### src/rtl/mac_rx_frame_check.sv
// mac_rx_frame_check: registers the receive word stream, polices sof/eof framing and length, counts frames
module mac_rx_frame_check #(
  parameter int DATA_WIDTH = 32,
  parameter int MIN_WORDS  = 16,
  parameter int MAX_WORDS  = 384,
  parameter int CNT_WIDTH  = 16
) (
  input  logic                  clk,
  input  logic                  rst,
  input  logic [DATA_WIDTH-1:0] phy_rx_data,
  input  logic                  phy_rx_valid,
  input  logic                  phy_rx_sof,
  input  logic                  phy_rx_eof,
  input  logic                  phy_rx_err,
  output logic [DATA_WIDTH-1:0] mac_rx_data,
  output logic                  mac_rx_valid,
  output logic                  mac_rx_sof,
  output logic                  mac_rx_eof,
  output logic                  mac_rx_fr_good,
  output logic                  mac_rx_fr_err,
  output logic [CNT_WIDTH-1:0]  stat_good_cnt,
  output logic [CNT_WIDTH-1:0]  stat_err_cnt,
  output logic [CNT_WIDTH-1:0]  stat_orphan_cnt
);
  localparam int WCW = $clog2(MAX_WORDS + 2);
  typedef enum logic [1:0] {IDLE, FRAME, DROP} state_t;
  state_t state, nxt;
  logic [WCW-1:0] wcnt, len;
  logic errflag, start, in_fr, judge, fwd, o_eof, good, bad, orph;
  // a sof in DROP is handled exactly like a sof in IDLE
  assign start = phy_rx_valid && phy_rx_sof && state != FRAME;
  assign in_fr = phy_rx_valid && state == FRAME;
  assign len   = start ? WCW'(1) : wcnt + 1'b1;
  // state register with running word count and sticky error
  always_ff @(posedge clk) begin
    if (rst) begin
      state   <= IDLE;
      wcnt    <= '0;
      errflag <= 1'b0;
    end else begin
      state <= nxt;
      if (start) begin
        wcnt    <= WCW'(1);
        errflag <= phy_rx_err;
      end else if (in_fr) begin
        wcnt    <= wcnt + 1'b1;
        errflag <= errflag | phy_rx_err;
      end
    end
  end
  // next state: a restarting sof or eof closes the frame, overflow truncates into DROP
  always_comb begin
    nxt = state;
    if (start) nxt = phy_rx_eof ? IDLE : FRAME;
    else if (in_fr) nxt = (phy_rx_sof || phy_rx_eof) ? IDLE : (wcnt == WCW'(MAX_WORDS)) ? DROP : FRAME;
    else if (phy_rx_valid && state == DROP && phy_rx_eof) nxt = IDLE;
  end
  // per-word outputs; restart and overflow close the frame as errored without judging length
  always_comb begin
    fwd   = start || in_fr;
    o_eof = (start && phy_rx_eof) || (in_fr && (phy_rx_sof || phy_rx_eof || wcnt == WCW'(MAX_WORDS)));
    judge = (start && phy_rx_eof) || (in_fr && !phy_rx_sof && phy_rx_eof);
    good  = judge && !(phy_rx_err || (in_fr && errflag)) && len >= WCW'(MIN_WORDS) && len <= WCW'(MAX_WORDS);
    bad   = o_eof && !good;
    orph  = phy_rx_valid && !phy_rx_sof && state == IDLE;
  end
  // output register stage; data holds across idle and discarded words
  always_ff @(posedge clk) begin
    if (rst) begin
      mac_rx_data    <= '0;
      mac_rx_valid   <= 1'b0;
      mac_rx_sof     <= 1'b0;
      mac_rx_eof     <= 1'b0;
      mac_rx_fr_good <= 1'b0;
      mac_rx_fr_err  <= 1'b0;
    end else begin
      if (fwd) mac_rx_data <= phy_rx_data;
      mac_rx_valid   <= fwd;
      mac_rx_sof     <= start;
      mac_rx_eof     <= o_eof;
      mac_rx_fr_good <= good;
      mac_rx_fr_err  <= bad;
    end
  end
  // saturating statistics counters
  always_ff @(posedge clk) begin
    if (rst) begin
      stat_good_cnt   <= '0;
      stat_err_cnt    <= '0;
      stat_orphan_cnt <= '0;
    end else begin
      if (good && !(&stat_good_cnt)) stat_good_cnt <= stat_good_cnt + 1'b1;
      if (bad && !(&stat_err_cnt)) stat_err_cnt <= stat_err_cnt + 1'b1;
      if (orph && !(&stat_orphan_cnt)) stat_orphan_cnt <= stat_orphan_cnt + 1'b1;
    end
  end
endmodule

### config.mk
export PLATFORM = sky130hd
export DESIGN_NAME = mac_rx_frame_check
export DESIGN_NICKNAME = d
export VERILOG_FILES = /design/src/rtl/mac_rx_frame_check.sv
export SDC_FILE = /design/constraint.sdc
export NUM_CORES = 1
export LEC_CHECK = 0
export ABC_AREA = 1
export BUFFER_PORTS_ARGS = -buffer_cell sky130_fd_sc_hd__clkbuf_2
export CORE_MARGIN = 1.5
export CORE_UTILIZATION = 26
export CTS_BUF_LIST = sky130_fd_sc_hd__clkbuf_4 sky130_fd_sc_hd__clkbuf_8
export CTS_CLUSTER_DIAMETER = 40
export CTS_CLUSTER_SIZE = 28
export DETAILED_ROUTE_END_ITERATION = 8
export GPL_ROUTABILITY_DRIVEN = 1
export PLACE_DENSITY_LB_ADDON = 0.08
export SETUP_SLACK_MARGIN = 0.3
export SYNTH_ARGS = -nofsm -noshare
export SYNTH_HDL_FRONTEND = slang
export SYNTH_SLANG_ARGS = --single-unit
### constraint.sdc
create_clock -name clk -period 4.1 [get_ports clk]
set_input_delay 1.23 -clock clk [delete_from_list [all_inputs] [get_ports clk]]
set_output_delay 1.23 -clock clk [all_outputs]
set_load 0.1 [all_outputs]
Word-level counts from Yosys, hierarchy flattened
Index checks and enable logic that the tools add are counted.
{ "classes": {"addsub": 4, "n_mul": 0, "n_div": 0, "n_lt_le_gt_ge": 2, "eq_ne": 4, "n_shift": 0, "mux": 11, "bitwise_logic": 1, "n_reduce_logical": 38} }
{ "ops": {"columns": ["cell", "count"], "rows": [
  ["$add A16 B1 Y16 const B", 3],
  ["$reduce_and A16 Y1", 3],
  ["$logic_and A1 B1 Y1", 19],
  ["$mux W2", 5],
  ["$add A9 B1 Y9 const B", 1],
  ["$eq A9 B9 Y1 const B", 1],
  ["$ge A9 B5 Y1 const B", 1],
  ["$le A9 B9 Y1 const B", 1],
  ["$mux W9", 1],
  ["$logic_not A1 Y1", 6],
  ["$logic_or A1 B1 Y1", 6],
  ["$mux W1", 5],
  ["$reduce_bool A3 Y1", 1],
  ["$eq A2 B1 Y1 const B", 1],
  ["$eq A2 B2 Y1 const B", 1],
  ["$logic_not A2 Y1", 1],
  ["$ne A2 B1 Y1 const B", 1],
  ["$reduce_bool A2 Y1", 1],
  ["$reduce_or A2 Y1", 1],
  ["$or A1 B1 Y1", 1]
]} }
{ "totals": {"ff_bits": 97, "latchBits": 0, "mem_bits_rw": 0, "mem_bits_ro": 0, "out_inout_bits": 85, "word_cells": 73, "mem_count": 0} }

Logic depth before layout (Yosys ltp)
Gate-level depths: netlist of the first run.
{ "logic_depth": {"word_depth": 11, "depth_mapped": 14, "depth_no_buf": 14} }

Least setup slack after synthesis of the first run
OpenSTA, ideal clock, no wires.
{ "synth_timing": {"path_type": "reg-to-reg", "startpoint": "register stat_good_cnt[0]", "endpoint": "register stat_good_cnt[7]", "arrival_ps": 2486, "slack_ps": 1542, "path_stages_with_launch": 9, "path_buffers": 1, "synth_period_minus_slack_ps": 2558, "path_cell_list": "dfxtp_1 ha_1 nand2_1 nor3_2 nand4_1 nand3_2 buf_4 nand2_1 a21oi_1"} }
{ "synth_between": {"elab_chain_len": 3, "word_cells_on_any_way": 4, "cone_classes": "1 x add/sub; 3 x reduce/logical"} }
{ "synth_rtl": {"columns": ["element", "line_no", "text"], "rows": [
  ["start: declaration", "21", "output logic [CNT_WIDTH-1:0] stat_good_cnt,"],
  ["start signal: assignment", "92", "if (good && !(&stat_good_cnt)) stat_good_cnt <= stat_good_cnt + 1'b1;"],
  ["branches (longest 3 deep; another with $add A16 B1 Y16)", null, null]
]} }
Several ways; the timed one is not identified.
A chain may end at the register's enable or synchronous reset.

Worst setup path after layout of the first run
{ "layout_timing": {"startpoint": "input port phy_rx_sof", "endpoint": "register stat_good_cnt[8]"} }
{ "layout_between": {"elab_chain_len": 8, "word_cells_on_any_way": 14, "cone_classes": "2 x order compare; 1 x mux; 11 x reduce/logical"} }
{ "layout_rtl": {"columns": ["element", "line_no", "text"], "rows": [
  ["start: declaration", "12", "input logic phy_rx_sof,"],
  ["branches (longest 6 deep; another with $ge A9 B5 Y1)", null, null],
  ["$logic_and A1 B1 Y1 (*)", "63", "good = judge && !(phy_rx_err || (in_fr && errflag)) && len >= WCW'(MIN_WORDS) && len <= WCW'(MAX_WORDS);"],
  ["$logic_and A1 B1 Y1 (*)", "92", null]
]} }
Mark *: on every way between the ends.

==> results of run 1 <==
[registers in the layout, indices dropped and copies added (netlist names), 2 cells and up]
signal           cells
mac_rx_data         32
stat_err_cnt        16
stat_good_cnt       16
stat_orphan_cnt     16
wcnt                 9
state                2
[layout make-up]
type	count	area, um^2
Multi-Input combinational cell	476	2470
Sequential cell	97	1940
Inverter	67	251
Timing Repair Buffer	126	641
Fill cell	1988	12200
Clock buffer	9	124
Tap cell	229	287
Clock inverter	7	73.8
[worst reg2reg max path: cells and delay by family (launching register included)]
family | cells | cell delay [ns]
compound gates | 1 | 0.16
simple gates | 5 | 1.74
fa+ha+maj | 1 | 0.24
flops | 1 | 0.45
[cell families after synthesis]
group                      Yosys count  synth area share [%]
xor gates and xnor gates            26                  4.75
buffers and inverters               93                  7.94
DFF                                 97                  40.5
AOI/OAI and AO/OA                  109                  12.9
adders and majority gates            5                  1.31
and+or+nand+nor                    336                  32.5
[metrics by stage]
step / setup slack [ns] / power, mW / hold WS [ns]
4_1_cts: 1.35 / 2.10 / 0.473
2_1_floorplan: 1.54 / 1.36 / 0.470
6_report: 1.34 / 2.05 / 0.480
5_1_grt: 1.07 / 2.15 / 0.495
3_3_place_gp: 0.982 / 1.44 / 0.448
3_5_place_dp: 0.934 / 1.44 / 0.456
[report_power, final]
part           switching [mW]  total (mW)  internal [mW]
registers              0.0222        1.00          0.979
clock network           0.394       0.633          0.239
logic                   0.344       0.413         0.0687
[synthesized netlist by cell type (3+ instances only)]
| master | n | share of area (%) |
|---|---|---|
| inv_1 | 60 | 4.7 |
| a21oi_2 | 9 | 1.6 |
| dfxtp_1 | 97 | 41 |
| buf_2 | 3 | 0.31 |
| nand2_2 | 13 | 1.7 |
| nor2_2 | 8 | 1.0 |
| xor2_1 | 15 | 2.7 |
| a21oi_1 | 37 | 3.9 |
| nor3_1 | 18 | 1.9 |
| nand4_1 | 39 | 5.1 |
| a31oi_1 | 4 | 0.52 |
| o21ai_0 | 51 | 5.3 |
| xnor2_1 | 11 | 2.0 |
| ha_1 | 5 | 1.3 |
| nor2_1 | 113 | 8.9 |
| nand2_1 | 101 | 7.9 |
| clkbuf_1 | 20 | 1.6 |
| nor4_1 | 3 | 0.39 |
| nand3_1 | 33 | 3.4 |
| inv_2 | 6 | 0.47 |
[how the worst max path moves through the flow]
stage | startpoint | endpoint | cells past startpoint | slack [ns]
6_report | phy_rx_sof | stat_good_cnt[8] | 7 | 1.34
3_5_place_dp | phy_rx_valid | stat_err_cnt[3] | 10 | 0.93
4_1_cts | phy_rx_sof | stat_good_cnt[15] | 7 | 1.35
5_1_grt | phy_rx_valid | errflag | 10 | 1.07
2_1_floorplan | stat_good_cnt[0] | stat_good_cnt[7] | 8 | 1.54
3_3_place_gp | phy_rx_sof | stat_good_cnt[3] | 7 | 0.98
[per-layer routing]
| metal | global-route usage [%] | wire [um] |
|---|---|---|
| met1 | 17.7 | 6240 |
| met2 | 23.0 | 6320 |
| met3 | 3.56 | 749 |
| met4 | 4.66 | 168 |
| met5 | 0 | 0 |
==> results by group, run 1 <==
Worst hold path
  – Worst hold start: stat_orphan_cnt[15]
  – Worst Hold Depth: 2
  – Hold EP: stat_orphan_cnt[15]
  – Hold Crit Class: flop to flop

Clock network
  – TritonCTS buffer count: 9
  – CTS tree: built
  – Clock transition at path regs: around 0.11 ns
  – CTS H-tree depth: 3
  – Post-CTS Setup Inserts: 0
  – Clock Tree Buf Depth: 2
  – Clk_lat worst skew: 0.39 ns
  – CTS Root Cell: clkbuf_8
  – Post-cts sizing count: 0
  – Cts-stage hold buffer count: 0
  – CTS sink count: 97

Layout
  – N_diodes: 0
  – Final Util: between 30% and 40%
  – Ratio of cells with drive above 1 in the final layout: 23.9%
  – Non-Filler Instances: 1011
  – P&R area growth vs syn: 20.8%
  – Leading cell type in the layout, fill and taps excluded: clkbuf_2
  – Final net count: just over 800
  – Most frequent cells in the layout: clkbuf_2 (122), nor2_1 (113), nand2_1 (101)
  – Post-Layout Inst Area: 5790 um^2

Logic synthesis
  – YS warnings: 0
  – FFs w/ async S/R, synth: 0%
  – Synthesized area: around 4800 um^2
  – Number of synthesized flops with an enable pin: 0
  – Seq/Total Area, Yosys: 40.5%
  – Cells after Synth: ~670
  – Post-synth cell types: 38
  – Mean Syn Cell Area: 7.19 um^2
  – Post-synth net total: 709
  – #FFs+latches synth: 97
  – Synth Flop Type: dfxtp_1

Global route
  – Number of global-route vias before repair: 4366
  – Initial antenna violation count: 0
  – Congestion Overflow GR: 0
  – GRT Total Usage: 13.9%
  – First-pass GRT wire length: approximately 22000 um
  – Largest net degree at the start of global routing: 42

Detailed routing
  – Iter 0 DRT Violations: 234
  – Drt via density: approximately 4.6
  – Post-DRT Antenna Nets: 0
  – Total wire length: 13500 um
  – Avg WL per Cell: roughly 13 um
  – Vias: roughly 4700
  – Initial DRT Pass Iterations: 4
  – DRC: 0

Place
  – DP HPWL: 9540 um
  – Placer congestion estimate: 0.798
  – Dpl cell area: 5590 um^2
  – Placed insts: 995
  – PortBufs: roughly 120

Pwr
  – Pwr dens: 354 nW/um^2
  – Pleak: roughly 2.4 nW
  – Maximum VDD drop: 0.000153 V

Timing
  – # setup viols final: 0
  – Worst slew margin: 39.3%
  – Max Fclk: 0.362 GHz
  – Final period util: 67.4%
  – Fin crit period: 2.76 ns
  – Unrepaired setup endpoints after global routing: false
  – Setup TNS: 0 ns
  – Clock skew: 0.0125 ns
  – Final hold viol count: 0
  – Final Max Tran Viols: 0
  – Worst-Margin Slew: a little over 0.9 ns

Floorplanning
  – Initial core utilization: roughly a quarter
  – Core area: 18000 um^2
  – Top-Level Pins: 123
  – Die ar.: 19300 um^2
  – Horiz. Die Dim: 139 um
  – Row count: around 50
  – Die Y: approximately 140 um

Worst setup path
  – Reg-to-reg critical path endpoint: stat_good_cnt[15]
  – Max stage delay on crit path: 0.46 ns
  – Crit path kind: input port to flop
  – Top delay family on crit path: simple AND/OR/NAND/NOR gates
  – CP Buf/Inv Count: 1
  – CP arrival: around 3 ns
  – Crit Path Max Fanout: 17
  – RR Startpoint: stat_good_cnt[0]
  – CP Capture Type: flop
  – Critical-path cell list: clkbuf_2, nor3_1, nor3b_2, a21boi_4, nand3_2, nand2_1, a21oi_1
  – Worst reg2reg setup slack: 1.43 ns
  – Slowest cell on crit path: a21boi_4
  – Type of origin of the critical path: input port
  – Critical Path RT: approximately 4.4 ns
  – R2R cell count: 7

Run
  – # Max-Cap Violations: 0

Outcome
  – Outcome: finished clean
No activity file was read; power rests on OpenSTA's default activity.
==> run 2, diff against run 1 <==
Clock period 4.1 ns to 2.4 ns, I/O delays scaled along.
==> results by group, run 2 (same netlist as run 1, synthesis figures left out) <==
Detailed routing
  – M1 wire length: 6810 um
  – Top Layer Used: met4
  – Initial DRT Pass Iterations: 6
  – WL met3: 911 um
  – Drt via density: around 4.7
  – Total wire length: 14400 um
  – Vias: around 4800
  – Iter 0 DRT Violations: 239
  – Post-DRT Antenna Nets: 0
  – Metal2 WL: 6520 um
  – DRC: 0
  – Avg WL per Cell: roughly 14 um

Global route
  – Initial antenna violation count: 0
  – GRT Total Usage: 14.5%
  – Largest net degree at the start of global routing: 34
  – Number of global-route vias before repair: 4548
  – First-pass GRT wire length: 23000 um
  – Congestion Overflow GR: 0

Pwr
  – Maximum VDD drop: approximately 0.00028 V
  – Pleak: roughly 2.6 nW
  – Pwr dens: 577 nW/um^2
  – Tot Pwr: 3.54 mW

Timing
  – Max Fclk: 0.487 GHz
  – Final period util: 85.6%
  – Setup ws final: 0.346 ns
  – Worst slew margin: about three fifths
  – Setup TNS: 0 ns
  – # setup viols final: 0
  – Final Max Tran Viols: 0
  – Smallest hold slack: 0.474 ns
  – Clock skew: 0.0150 ns
  – Unrepaired setup endpoints after global routing: false
  – Fin crit period: 2.05 ns
  – Worst-Margin Slew: just under 0.6 ns
  – Final hold viol count: 0

Place
  – Dpl cell area: 5760 um^2
  – Place WS: -0.0219 ns
  – PortBufs: between 100 and 150
  – Placed insts: 1010
  – DP HPWL: 10100 um
  – Placer congestion estimate: 0.789

Layout
  – Final net count: 843
  – Ratio of cells with drive above 1 in the final layout: about a third
  – Post-Layout Inst Area: 6140 um^2
  – P&R area growth vs syn: 28.3%
  – Fill cells: 2010
  – Final Util: 34.1%
  – Leading cell type in the layout, fill and taps excluded: clkbuf_2
  – Non-Filler Instances: 1034
  – Top reg by flops: mac_rx_data
  – N_diodes: 0
  – Largest register FFs: 32
  – Most frequent cells in the layout: clkbuf_2 (116), nor2_1 (112), nand2_1 (100)

Floorplanning
  – Row count: 49
  – Die Y: 139 um
  – Die ar.: 19300 um^2
  – Initial core utilization: about a quarter
  – Core area: 18000 um^2
  – Horiz. Die Dim: 139 um
  – Top-Level Pins: 123

Worst setup path
  – Critical Path RT: about 1.7 ns
  – Crit path kind: flop to output pin
  – CP arrival: 1.33 ns
  – Max stage delay on crit path: 0.48 ns
  – Type of origin of the critical path: flop
  – Critical-path cell list: buf_2
  – CP Buf/Inv Count: 1
  – Slowest cell on crit path: dfxtp_1
  – CP Capture Type: output pin
  – Crit Path Max Fanout: 6
  – Top delay family on crit path: flip-flops

Clock network
  – TritonCTS buffer count: 9
  – Clk_lat worst skew: 0.39 ns
  – CTS sink count: 97
  – Cts-stage hold buffer count: 0
  – Clock transition at path regs: 0.10 ns
  – CTS H-tree depth: 3
  – CTS Root Cell: clkbuf_8
  – CTS tree: built
  – Clock Tree Buf Depth: 2

Run
  – # Max-Cap Violations: 0

Worst hold path
  – Hold Crit Class: flop to flop

Outcome
  – Outcome: finished clean
run 2: cell count changes in the layout (fill, tap and decap cells not counted), sizes merged:
cell | before | now
buf | 4 | 28
clkbuf | 131 | 128
clkinv | 3 | 4
clkinvlp | 2 | 1
nand3 | 36 | 37
nor2 | 122 | 123
run 2: repair_timing:
action / CTS / global route
endpoints found under the setup margin: 35 / 43
pin swaps: 0 / 12
buffers inserted: 2 / 3
gates cloned: 1 / 2
resized for setup: 8 / 24
run 2: final cells by class:
class	count	area (um^2)	area share [%]
multi-input cells	478	2560	41.6
flip-flops and latches	97	2010	32.7
inverters	67	254	4.13
repair buffers	147	843	13.7
clock inverters	7	72.6	1.18
clock buffers	9	124	2.02
well taps	229	287	4.66
run 2: worst paths after layout:
check / from / cells past startpoint / end / slack (ns)
worst max-delay path: stat_good_cnt[10] / 1 / stat_good_cnt[10] / 0.35
worst min-delay path: stat_orphan_cnt[15] / 2 / stat_orphan_cnt[15] / 0.47
worst max register to register: wcnt[1] / 15 / stat_err_cnt[12] / 0.42
worst min register to register: stat_orphan_cnt[15] / 2 / stat_orphan_cnt[15] / 0.47
run 2: tightest hold or removal path: stages, from the launching register on:
cell     delay [ns]
dfxtp_1        0.34
inv_1          0.05
a21oi_1        0.05
run 2: layer usage:
metal	vias to the layer above	global-route usage, %
met2	125	22.6
li1	2474	-
met3	12	3.90
met4	0	4.71
met5	-	0
met1	2221	19.5
run 2: power by group:
part / internal [mW] / leakage [nW] / switching (mW) / total [mW]
sequential: 1.67 / 0.813 / 0.0427 / 1.71
clock: 0.408 / 0.0966 / 0.688 / 1.10
combinational: 0.135 / 1.66 / 0.601 / 0.736
total: 2.21 / 2.57 / 1.33 / 3.54
==> run 3, diff against run 2 <==
Settings changed: ABC_AREA 1 to 0.
==> results by group, run 3 <==
Logic synthesis
  – Cells after Synth: around 530
  – Seq/Total Area, Yosys: 45.0%
  – Mean Syn Cell Area: between 8 and 9 um^2
  – Synthesized area: 4320 um^2
  – FFs w/ async S/R, synth: 0%
  – Post-synth net total: 569
  – Cell with the most instances after synthesis: dfxtp_1
  – Post-synth cell types: 51
  – YS warnings: 0
  – Synth top area cells: dfxtp_1 (45%), nand2_1 (7.9%), a21oi_1 (6.3%)
  – Number of synthesized flops with an enable pin: 0
  – Synth top area share: 45.0%
  – #FFs+latches synth: 97
  – Synth Flop Type: dfxtp_1
  – Yosys top cell by area: dfxtp_1
  – Commonest cells in the netlist: dfxtp_1 (97), nand2_1 (91), nor2_1 (57)

Layout
  – Multi-input logic area: 2430 um^2
  – Sequential cell area: 2070 um^2
  – N_diodes: 0
  – Most frequent cells in the layout: clkbuf_2 (119), nand2_1 (90), nor2_1 (57)
  – Post-Layout Inst Area: about 6100 um^2
  – Largest register FFs: 32
  – Fill cells: 1708
  – Ratio of cells with drive above 1 in the final layout: 41.8%
  – Top reg by flops: mac_rx_data
  – Final net count: between 700 and 800
  – Leading cell type in the layout, fill and taps excluded: clkbuf_2
  – P&R area growth vs syn: 41.2%

Timing
  – Fin crit period: ~2.2 ns
  – Final hold viol count: 0
  – Max Fclk: 0.446 GHz
  – Worst slew margin: 62.2%
  – # setup viols final: 0
  – Worst-Margin Slew: 0.562 ns
  – Final period util: slightly above 90%
  – Unrepaired setup endpoints after global routing: true
  – Final Max Tran Viols: 0
  – Clock skew: approximately 0.017 ns
  – Smallest hold slack: 0.456 ns

Global route
  – Largest net degree at the start of global routing: 33
  – GRT Total Usage: 13.7%
  – First-pass GRT wire length: 19400 um
  – Initial antenna violation count: 0
  – Congestion Overflow GR: 0
  – Number of global-route vias before repair: 3811

Floorplanning
  – Top-Level Pins: 123
  – Die Y: around 130 um
  – Initial core utilization: between 20% and 30%
  – Core area: 16100 um^2
  – Horiz. Die Dim: 132 um
  – Row count: 46
  – Die ar.: 17400 um^2

Worst setup path
  – CP Capture Type: flop
  – Crit path kind: flop to flop
  – Type of origin of the critical path: flop
  – Crit Path Max Fanout: 6
  – Critical Path RT: 2.67 ns
  – CP arrival: between 2 and 3 ns

Detailed routing
  – Drt via density: approximately 4.7
  – Initial DRT Pass Iterations: 6
  – Avg WL per Cell: 13.7 um
  – Total wire length: 12300 um
  – Vias: roughly 4200
  – Iter 0 DRT Violations: 118
  – DRC: 0
  – Post-DRT Antenna Nets: 0

Place
  – Dpl cell area: 5530 um^2
  – DP HPWL: 8680 um
  – Placer congestion estimate: roughly 0.78
  – PortBufs: 122

Clock network
  – Clk_lat worst skew: approximately 0.37 ns
  – Clock Tree Buf Depth: 2
  – CTS tree: built
  – CTS sink count: 97
  – CTS Root Cell: clkbuf_8
  – CTS H-tree depth: 3
  – Clock transition at path regs: roughly 0.090 ns
  – TritonCTS buffer count: 9

Pwr
  – Pleak: 2.47 nW
  – Pwr dens: roughly 540 nW/um^2
  – Maximum VDD drop: 0.000320 V

Worst hold path
  – Hold Crit Class: flop to flop

Outcome
  – Outcome: finished clean

Run
  – # Max-Cap Violations: 0
[run 3: cell types whose count changed after synthesis, sizes merged, moves of 11 or more]
cell | previous run | this run
nor2 | 122 | 57
nand3 | 36 | 23
nand2 | 115 | 91
o21ai | 52 | 11
and3 | 0 | 11
nand4 | 39 | 15
nor3 | 19 | 5
inv | 66 | 13
[run 3: routing by layer]
layer	track usage, %	share of wire, %	wire length [um]
met5	0	0	0
met4	5.06	1.4	178
met3	4.19	5.1	628
met2	21.5	47	5750
met1	17.8	47	5770
[run 3: timing repair]
| item | 4_1_cts | 5_1_grt |
|---|---|---|
| endpoints found under the setup margin | 30 | 33 |
| pin swaps | 16 | 11 |
| hold buffers | 0 | 0 |
| gates cloned | 0 | 1 |
| buffers inserted | 7 | 4 |
| resized for setup | 35 | 26 |
[run 3: area by class of cell]
cell class,instances,area share (%)
clock buffers,14,2.85
clock inverters,2,0.616
inverters,13,0.801
multi-input cells,389,39.9
flip-flops and latches,97,34.1
well taps,216,4.44
repair buffers,172,17.3
[run 3: power by group]
| part | internal [mW] | leakage (nW) | switching [mW] |
|---|---|---|---|
| clock network | 0.576 | 0.107 | 0.577 |
| logic | 0.112 | 1.54 | 0.394 |
| registers | 1.62 | 0.822 | 0.0255 |
[run 3: logic make-up after synthesis]
| kind of cell | synth area share (%) |
|---|---|
| mux | 2.46 |
| fa+ha+maj | 1.45 |
| buf+inv | 3.74 |
| simple gates | 27.6 |
| compound gates | 14.5 |
| flops | 45.0 |
| xor+xnor | 5.28 |
[run 3: worst max-delay path: stages, from the launching register on]
cell	delay (ns)
dfxtp_4	0.40
ha_4	0.18
nor2_1	0.05
o21ba_2	0.23
o22ai_2	0.07
a32o_2	0.32
buf_4	0.17
a211oi_4	0.22
and3_1	0.19
mux2_2	0.32
[run 3: through the flow]
step           power, mW  utilization (%)  instances  setup slack (ns)  setup TNS [ns]
2_1_floorplan       2.06                -        526            0.0296               0
3_3_place_gp        2.19             34.4        875            -0.212           -1.94
3_5_place_dp        2.19             34.4        875            -0.239           -2.30
4_1_cts             3.37             37.1        898             0.169               0
5_1_grt             3.47             37.9        903            0.0809               0
6_report            3.31             37.9        903             0.158               0
[run 3: path summary, 6_finish.rpt]
check | start | end | slack [ns] | cells after the start
min | mac_rx_data[16] | mac_rx_data[16] | 0.46 | 2
max reg2reg | wcnt[1] | stat_err_cnt[4] | 0.16 | 9
min reg2reg | mac_rx_data[16] | mac_rx_data[16] | 0.46 | 2
max | wcnt[1] | stat_err_cnt[4] | 0.16 | 9
